[src/rtl/count_end_period_monitor_if.sv]
// count_end_period_monitor_if: control inputs and measurement outputs of the period monitor.
interface count_end_period_monitor_if #(parameter int CNT_W = 8);
  logic             i_enable;
  logic             i_count_end;
  logic             i_err_clr;
  logic [CNT_W-1:0] o_period;
  logic             o_period_valid;
  logic             o_locked;
  logic             o_err_pulse;
  logic             o_timeout;
  logic [7:0]       o_err_count;
  modport master (output i_enable, i_count_end, i_err_clr,
                  input  o_period, o_period_valid, o_locked, o_err_pulse, o_timeout, o_err_count);
  modport slave  (input  i_enable, i_count_end, i_err_clr,
                  output o_period, o_period_valid, o_locked, o_err_pulse, o_timeout, o_err_count);
endinterface

[src/rtl/count_end_period_monitor.sv]
// count_end_period_monitor: measures count-end pulse spacing, tracks lock, flags period errors and timeouts.
module count_end_period_monitor #(
  parameter int EXP_PERIOD = 8,
  parameter int TOL        = 0,
  parameter int LOCK_CNT   = 4,
  parameter int CNT_W      = 8
) (
  input logic clk,
  input logic resetn,
  count_end_period_monitor_if.slave bus
);
  typedef enum logic [1:0] {IDLE, ACQUIRE, MEASURE, LOCKED} state_t;
  localparam logic [CNT_W-1:0] EXP_L  = CNT_W'(EXP_PERIOD);
  localparam logic [CNT_W-1:0] TOL_L  = CNT_W'(TOL);
  localparam logic [CNT_W-1:0] TMO_L  = CNT_W'(2 * EXP_PERIOD);
  localparam logic [3:0]       LOCK_L = 4'(LOCK_CNT);
  state_t           state_q, state_d;
  logic [CNT_W-1:0] cnt_q, cnt_d, period_q, period_d, diff;
  logic [3:0]       match_q, match_d;
  logic [7:0]       err_count_q, err_count_d;
  logic             period_valid_q, period_valid_d, locked_q, locked_d;
  logic             err_pulse_q, err_pulse_d, timeout_q, timeout_d, err_inc, in_tol;
  always_comb begin
    state_d        = state_q;
    cnt_d          = cnt_q;
    match_d        = match_q;
    period_d       = period_q;
    period_valid_d = 1'b0;
    locked_d       = locked_q;
    err_pulse_d    = 1'b0;
    timeout_d      = 1'b0;
    err_inc        = 1'b0;
    diff           = (cnt_q > EXP_L) ? cnt_q - EXP_L : EXP_L - cnt_q;
    in_tol         = diff <= TOL_L;
    if (!bus.i_enable) begin
      state_d  = IDLE;
      cnt_d    = '0;
      match_d  = '0;
      locked_d = 1'b0;
    end else begin
      case (state_q)
        IDLE:    state_d = ACQUIRE;
        ACQUIRE: if (bus.i_count_end) begin
          cnt_d   = CNT_W'(1);
          state_d = MEASURE;
        end
        default: begin
          cnt_d = (cnt_q == '1) ? cnt_q : cnt_q + 1'b1;
          if (bus.i_count_end) begin
            period_d       = cnt_q;
            period_valid_d = 1'b1;
            cnt_d          = CNT_W'(1);
            if (!in_tol) begin
              err_pulse_d = 1'b1;
              err_inc     = 1'b1;
              match_d     = '0;
              locked_d    = 1'b0;
              state_d     = MEASURE;
            end else if (state_q == MEASURE) begin
              match_d = match_q + 4'd1;
              if (match_d == LOCK_L) begin
                state_d  = LOCKED;
                locked_d = 1'b1;
              end
            end
          end else if (cnt_q >= TMO_L) begin
            // a pulse landing on the limit cycle is a measurement, so only an empty cycle times out
            timeout_d   = 1'b1;
            err_pulse_d = 1'b1;
            err_inc     = 1'b1;
            match_d     = '0;
            locked_d    = 1'b0;
            cnt_d       = '0;
            state_d     = ACQUIRE;
          end
        end
      endcase
    end
    err_count_d = bus.i_err_clr ? 8'd0 :
                  (err_inc && err_count_q != 8'hff) ? err_count_q + 8'd1 : err_count_q;
  end
  always_ff @(posedge clk or negedge resetn) begin
    if (!resetn) begin
      state_q        <= IDLE;
      cnt_q          <= '0;
      match_q        <= '0;
      period_q       <= '0;
      period_valid_q <= 1'b0;
      locked_q       <= 1'b0;
      err_pulse_q    <= 1'b0;
      timeout_q      <= 1'b0;
      err_count_q    <= '0;
    end else begin
      state_q        <= state_d;
      cnt_q          <= cnt_d;
      match_q        <= match_d;
      period_q       <= period_d;
      period_valid_q <= period_valid_d;
      locked_q       <= locked_d;
      err_pulse_q    <= err_pulse_d;
      timeout_q      <= timeout_d;
      err_count_q    <= err_count_d;
    end
  end
  assign bus.o_period       = period_q;
  assign bus.o_period_valid = period_valid_q;
  assign bus.o_locked       = locked_q;
  assign bus.o_err_pulse    = err_pulse_q;
  assign bus.o_timeout      = timeout_q;
  assign bus.o_err_count    = err_count_q;
endmodule

[src/flat_wrapper.sv]
// flat-port wrapper written by rule: the top's interface ports become plain ports
module count_end_period_monitor_flat 
#(
  parameter int EXP_PERIOD = 8,
  parameter int TOL        = 0,
  parameter int LOCK_CNT   = 4,
  parameter int CNT_W      = 8
)
  (clk, resetn, bus_i_enable, bus_i_count_end, bus_i_err_clr, bus_o_period, bus_o_period_valid, bus_o_locked, bus_o_err_pulse, bus_o_timeout, bus_o_err_count);
  count_end_period_monitor_if #(.CNT_W(CNT_W)) bus_i ();
  input logic clk;
  input logic resetn;
  input wire logic [$bits(bus_i.i_enable)-1:0] bus_i_enable;
  input wire logic [$bits(bus_i.i_count_end)-1:0] bus_i_count_end;
  input wire logic [$bits(bus_i.i_err_clr)-1:0] bus_i_err_clr;
  output wire logic [$bits(bus_i.o_period)-1:0] bus_o_period;
  output wire logic [$bits(bus_i.o_period_valid)-1:0] bus_o_period_valid;
  output wire logic [$bits(bus_i.o_locked)-1:0] bus_o_locked;
  output wire logic [$bits(bus_i.o_err_pulse)-1:0] bus_o_err_pulse;
  output wire logic [$bits(bus_i.o_timeout)-1:0] bus_o_timeout;
  output wire logic [$bits(bus_i.o_err_count)-1:0] bus_o_err_count;
  assign bus_i.i_enable = bus_i_enable;
  assign bus_i.i_count_end = bus_i_count_end;
  assign bus_i.i_err_clr = bus_i_err_clr;
  assign bus_o_period = bus_i.o_period;
  assign bus_o_period_valid = bus_i.o_period_valid;
  assign bus_o_locked = bus_i.o_locked;
  assign bus_o_err_pulse = bus_i.o_err_pulse;
  assign bus_o_timeout = bus_i.o_timeout;
  assign bus_o_err_count = bus_i.o_err_count;
  count_end_period_monitor #(.EXP_PERIOD(EXP_PERIOD), .TOL(TOL), .LOCK_CNT(LOCK_CNT), .CNT_W(CNT_W)) u_core (.clk(clk), .resetn(resetn), .bus(bus_i));
endmodule
[config.mk]
export PLATFORM = sky130hd
export DESIGN_NAME = count_end_period_monitor_flat
export DESIGN_NICKNAME = d
export VERILOG_FILES = /design/src/rtl/count_end_period_monitor_if.sv /design/src/rtl/count_end_period_monitor.sv /design/src/flat_wrapper.sv
export SDC_FILE = /design/constraint.sdc
export NUM_CORES = 1
export LEC_CHECK = 0
export CAP_MARGIN = 20
export CORE_ASPECT_RATIO = 1.1
export CORE_UTILIZATION = 54
export CTS_BUF_LIST = sky130_fd_sc_hd__clkbuf_16
export DETAILED_ROUTE_END_ITERATION = 12
export GPL_TIMING_DRIVEN = 0
export PLACE_DENSITY = 0.9
export SLEW_MARGIN = 10
export SYNTH_ARGS = -nofsm -noshare
export SYNTH_HDL_FRONTEND = slang
export SYNTH_SLANG_ARGS = --single-unit
[constraint.sdc]
create_clock -name clk -period 2.85 [get_ports clk]
set_input_delay 0.285 -clock clk [delete_from_list [all_inputs] [get_ports clk]]
set_output_delay 0.285 -clock clk [all_outputs]
set_load 0.02 [all_outputs]
==> results of run 1 <==
[power by group]
| group | switching [mW] | total (mW) | leakage [nW] | internal (mW) |
|---|---|---|---|---|
| clock | 0.192 | 0.508 | 0.0724 | 0.315 |
| combinational | 0.0744 | 0.114 | 0.440 | 0.0395 |
| sequential | 0.0102 | 0.505 | 0.468 | 0.495 |
[metal layers]
| metal | routed length [um] | up-vias | global-route usage (%) |
|---|---|---|---|
| li1 | - | 773 | - |
| met1 | 1680 | 739 | 29.0 |
| met2 | 1890 | 46 | 38.4 |
| met3 | 196 | 14 | 6.78 |
| met4 | 127 | 0 | 12.5 |
| met5 | 0 | - | 0 |
[state kept, by name, indices dropped and copies added, names as in the netlist]
register / flops
u_core.bus.o_timeout: 1
u_core.bus.o_period_valid: 1
u_core.bus.o_err_count: 8
u_core.match_q: 4
u_core.bus.o_locked: 1
u_core.state_q: 2
u_core.cnt_q: 8
u_core.bus.o_period: 8
u_core.bus.o_err_pulse: 1
[per-stage QoR]
step	cells	util, %	setup WS [ps]
floorplan	200	-	339
global route	277	68.2	12.2
detailed placement	269	64.0	141
finish	277	68.2	179
global placement	269	64.2	217
CTS	277	68.1	135
[cells in the final DEF, fill, tap and decap left out, types with 5 or more instances in the layout]
master           instances
o21ai_0                 14
inv_1                   17
or4_1                    5
clkdlybuf4s50_1         20
nor2_1                  10
dfrtp_1                 33
clkbuf_16                5
nand3_1                  6
nand4_1                  6
ha_1                     9
a21oi_1                 12
nand2_1                 34
[area by class of cell]
cell class | instances | area share [%]
repair buffers | 21 | 9.04
well taps | 48 | 2.64
clock inverters | 3 | 0.551
multi-input cells | 143 | 40.6
flip-flops and latches | 34 | 37.5
clock buffers | 5 | 5.51
plain buffers | 7 | 1.54
inverters | 16 | 2.64
[synthesized netlist by cell type]
cell type	n	share of area, %
a31oi_1	3	1.0
a41oi_1	2	0.94
a211oi_2	1	0.67
or3b_2	1	0.47
nor2b_1	1	0.34
a21boi_4	1	1.0
mux2i_1	1	0.54
o31ai_1	4	1.6
xnor2_1	1	0.47
dfrtp_1	34	46
nor4_2	1	0.67
nor4b_2	1	0.80
xor2_1	1	0.47
a211oi_1	1	0.40
nand2b_1	1	0.34
nand3_1	6	1.6
a2111o_1	1	0.60
and2_1	3	1.0
a311oi_1	1	0.47
o22ai_1	3	1.0
nand2_1	34	6.8
o21ai_1	4	1.1
a211o_1	1	0.47
nor3_1	4	1.1
buf_2	1	0.27
nor2_1	10	2.0
or2_1	1	0.34
o21ai_0	14	3.8
a221oi_1	1	0.47
clkbuf_1	4	0.80
a22o_1	1	0.47
a2111oi_4	1	1.5
and4_1	1	0.47
mux2_4	1	0.80
buf_6	1	0.60
inv_1	16	3.2
or4_1	5	2.0
a21oi_1	12	3.2
or4_4	1	0.60
ha_1	9	6.0
nor4_4	1	1.1
nand4_1	6	2.0
or3_1	2	0.67
buf_1	1	0.20
[worst max-delay path, stage by stage (launching register included)]
cell and delay (ps):
dfrtp_1 500, inv_1 150, ha_1 230, or4_4 550
a21boi_4 230, a2111oi_4 90, buf_6 170, nor4_2 310
mux2_4 330
[what timing repair did]
action,4_1_cts,5_1_grt
setup endpoints to repair,0,1
endpoints found under the hold margin,0,0
resized for setup,0,1
buffers inserted,0,0
[cells by family (layout without fill, tap and decap cells)]
kind of cell    after synthesis  count (layout)  synth area share (%)
flops                        34              34                  45.6
compound gates               51              51                  18.6
buf+inv                      23              52                  5.09
fa+ha+maj                     9               9                  6.03
mux                           2               2                  1.34
xor+xnor                      2               2                 0.939
simple gates                 79              79                  22.4
[path summary, 6_finish.rpt]
check / from / endpoint / slack (ps) / depth (start not counted)
max in group asynchronous: resetn / u_core.cnt_q[4] / 2260 / 1
min in group clk: bus_i_err_clr / u_core.bus.o_err_count[7] / 390 / 2
worst max-delay path: u_core.cnt_q[3] / u_core.bus.o_err_count[5] / 180 / 8
worst min-delay path: resetn / u_core.bus.o_period[6] / 70 / 1
worst max register to register: u_core.cnt_q[3] / u_core.bus.o_err_count[5] / 180 / 8
worst min register to register: u_core.bus.o_period[5] / u_core.bus.o_period[5] / 470 / 2
==> metrics.md, run 1 <==
| Metric | Value |
|---|---|
| Status | finished with violations |
| Failing checks | DRC |
| Count of pins over their slew limit | 0 |
| Via density per instance | 5.68 |
| Starting Density | 56.0% |
| Final RePlAce weighted congestion | 0.846 |
| Remaining global-route overflow | 0 |
| Clock latency on the worst-skew pair | 280 ps |
| Final ANT Viol Nets | 0 |
| Sequential cell area | 852 um^2 |
| Max_cap viols | 0 |
| Num CTS Buffers | 5 |
| Via count | 1,572 |
| Kind of critical path | flip-flop to flip-flop |
| Initial antenna violation count | 0 |
| # H-tree levels | 2 |
| Finished Cell Area | 2270 um^2 |
| Launching element type of the critical path | flip-flop |
| # fillers | 260 |
| Fin Setup TNS | 0 ps |
| 1st-iter DRT viols | 84 |
| Synth Register Bits | 34 |
| Max IR drop VDD | 0.000432 V |
| Highest Clock Rate | 374 MHz |
| Chip Width | 58.1 um |
| Post-layout min period | 2670 ps |
| Yosys Warn Count | 0 |
| Clock Tree Root | clkbuf_16 |
| Fraction of layout cells with a size suffix above 1 | 8.30% |
| Area added between synthesis and finish | 21.6% |
| First-pass GRT wire length | 6.62 mm |
| Final WL | 3.89 mm |
| Largest net degree at the start of global routing | 35 |
| Worst-Margin Slew | 840 ps |
| CTS clock-pin slew for the worst setup and hold paths | 50 ps |
| Dpl cell area | 2130 um^2 |
| Syn avg cell area | 9.33 um^2 |
| Min-Delay Path Class | primary input to asynchronous set/reset pin |
| Port bufs | 21 |
| Clock sink count | 34 |
| Seq/Total Area, Yosys | 45.6% |
| WP data arrival | 2830 ps |
| Area of the multi-input gates | 921 um^2 |
| Relative slew slack | 43.6% |
| Worst EP required | 3010 ps |
| RSZ-0062 raised after global routing | false |
| Drt pass-1 iters | 8 |
| HPWL after DPL | 2.71 mm |
| Layout Nets | 242 |
| Final setup viols | 0 |
| Final Power | 1.13 mW |
| Power Density | 496 nW/um^2 |
| CTS tree | done |
| Synthesized cell area | 1870 um^2 |
| Hold slack | 72.1 ps |
| Crit end category | flip-flop |
| Die H | 63.7 um |
| Drc violations | 2 |
| Vias in the first global route | 1,466 |
| Leak | 0.980 nW |
| Gate Count Post-Synth | 200 |
| Ports | 25 |
| Core box area | 3330 um^2 |
| FP Rows | 22 |
| Clk_skew | 3.23 ps |
| Longest Clk Path Bufs | 2 |
| GRT Overall Usage | 24.0% |
| Post-synth net total | 214 |
| Hold Buf Count CTS | 0 |
| Hold Vio Cnt, Final | 0 |
| Die footprint | 3700 um^2 |
| Count of different cell masters after synthesis | 44 |
| Ant. Diodes | 0 |
| CP max FO | 10 |
| Final period util | 93.7% |
| Avg WL per Cell | 14.1 um |
Note: power is estimated with default switching activity, not from simulation.
==> inputs of run 2 (changes only) <==
Settings changed: SLEW_MARGIN 10 to 15.
==> results of run 2 <==
Same layout as run 1: the final DEF is identical, and so are final timing and power.
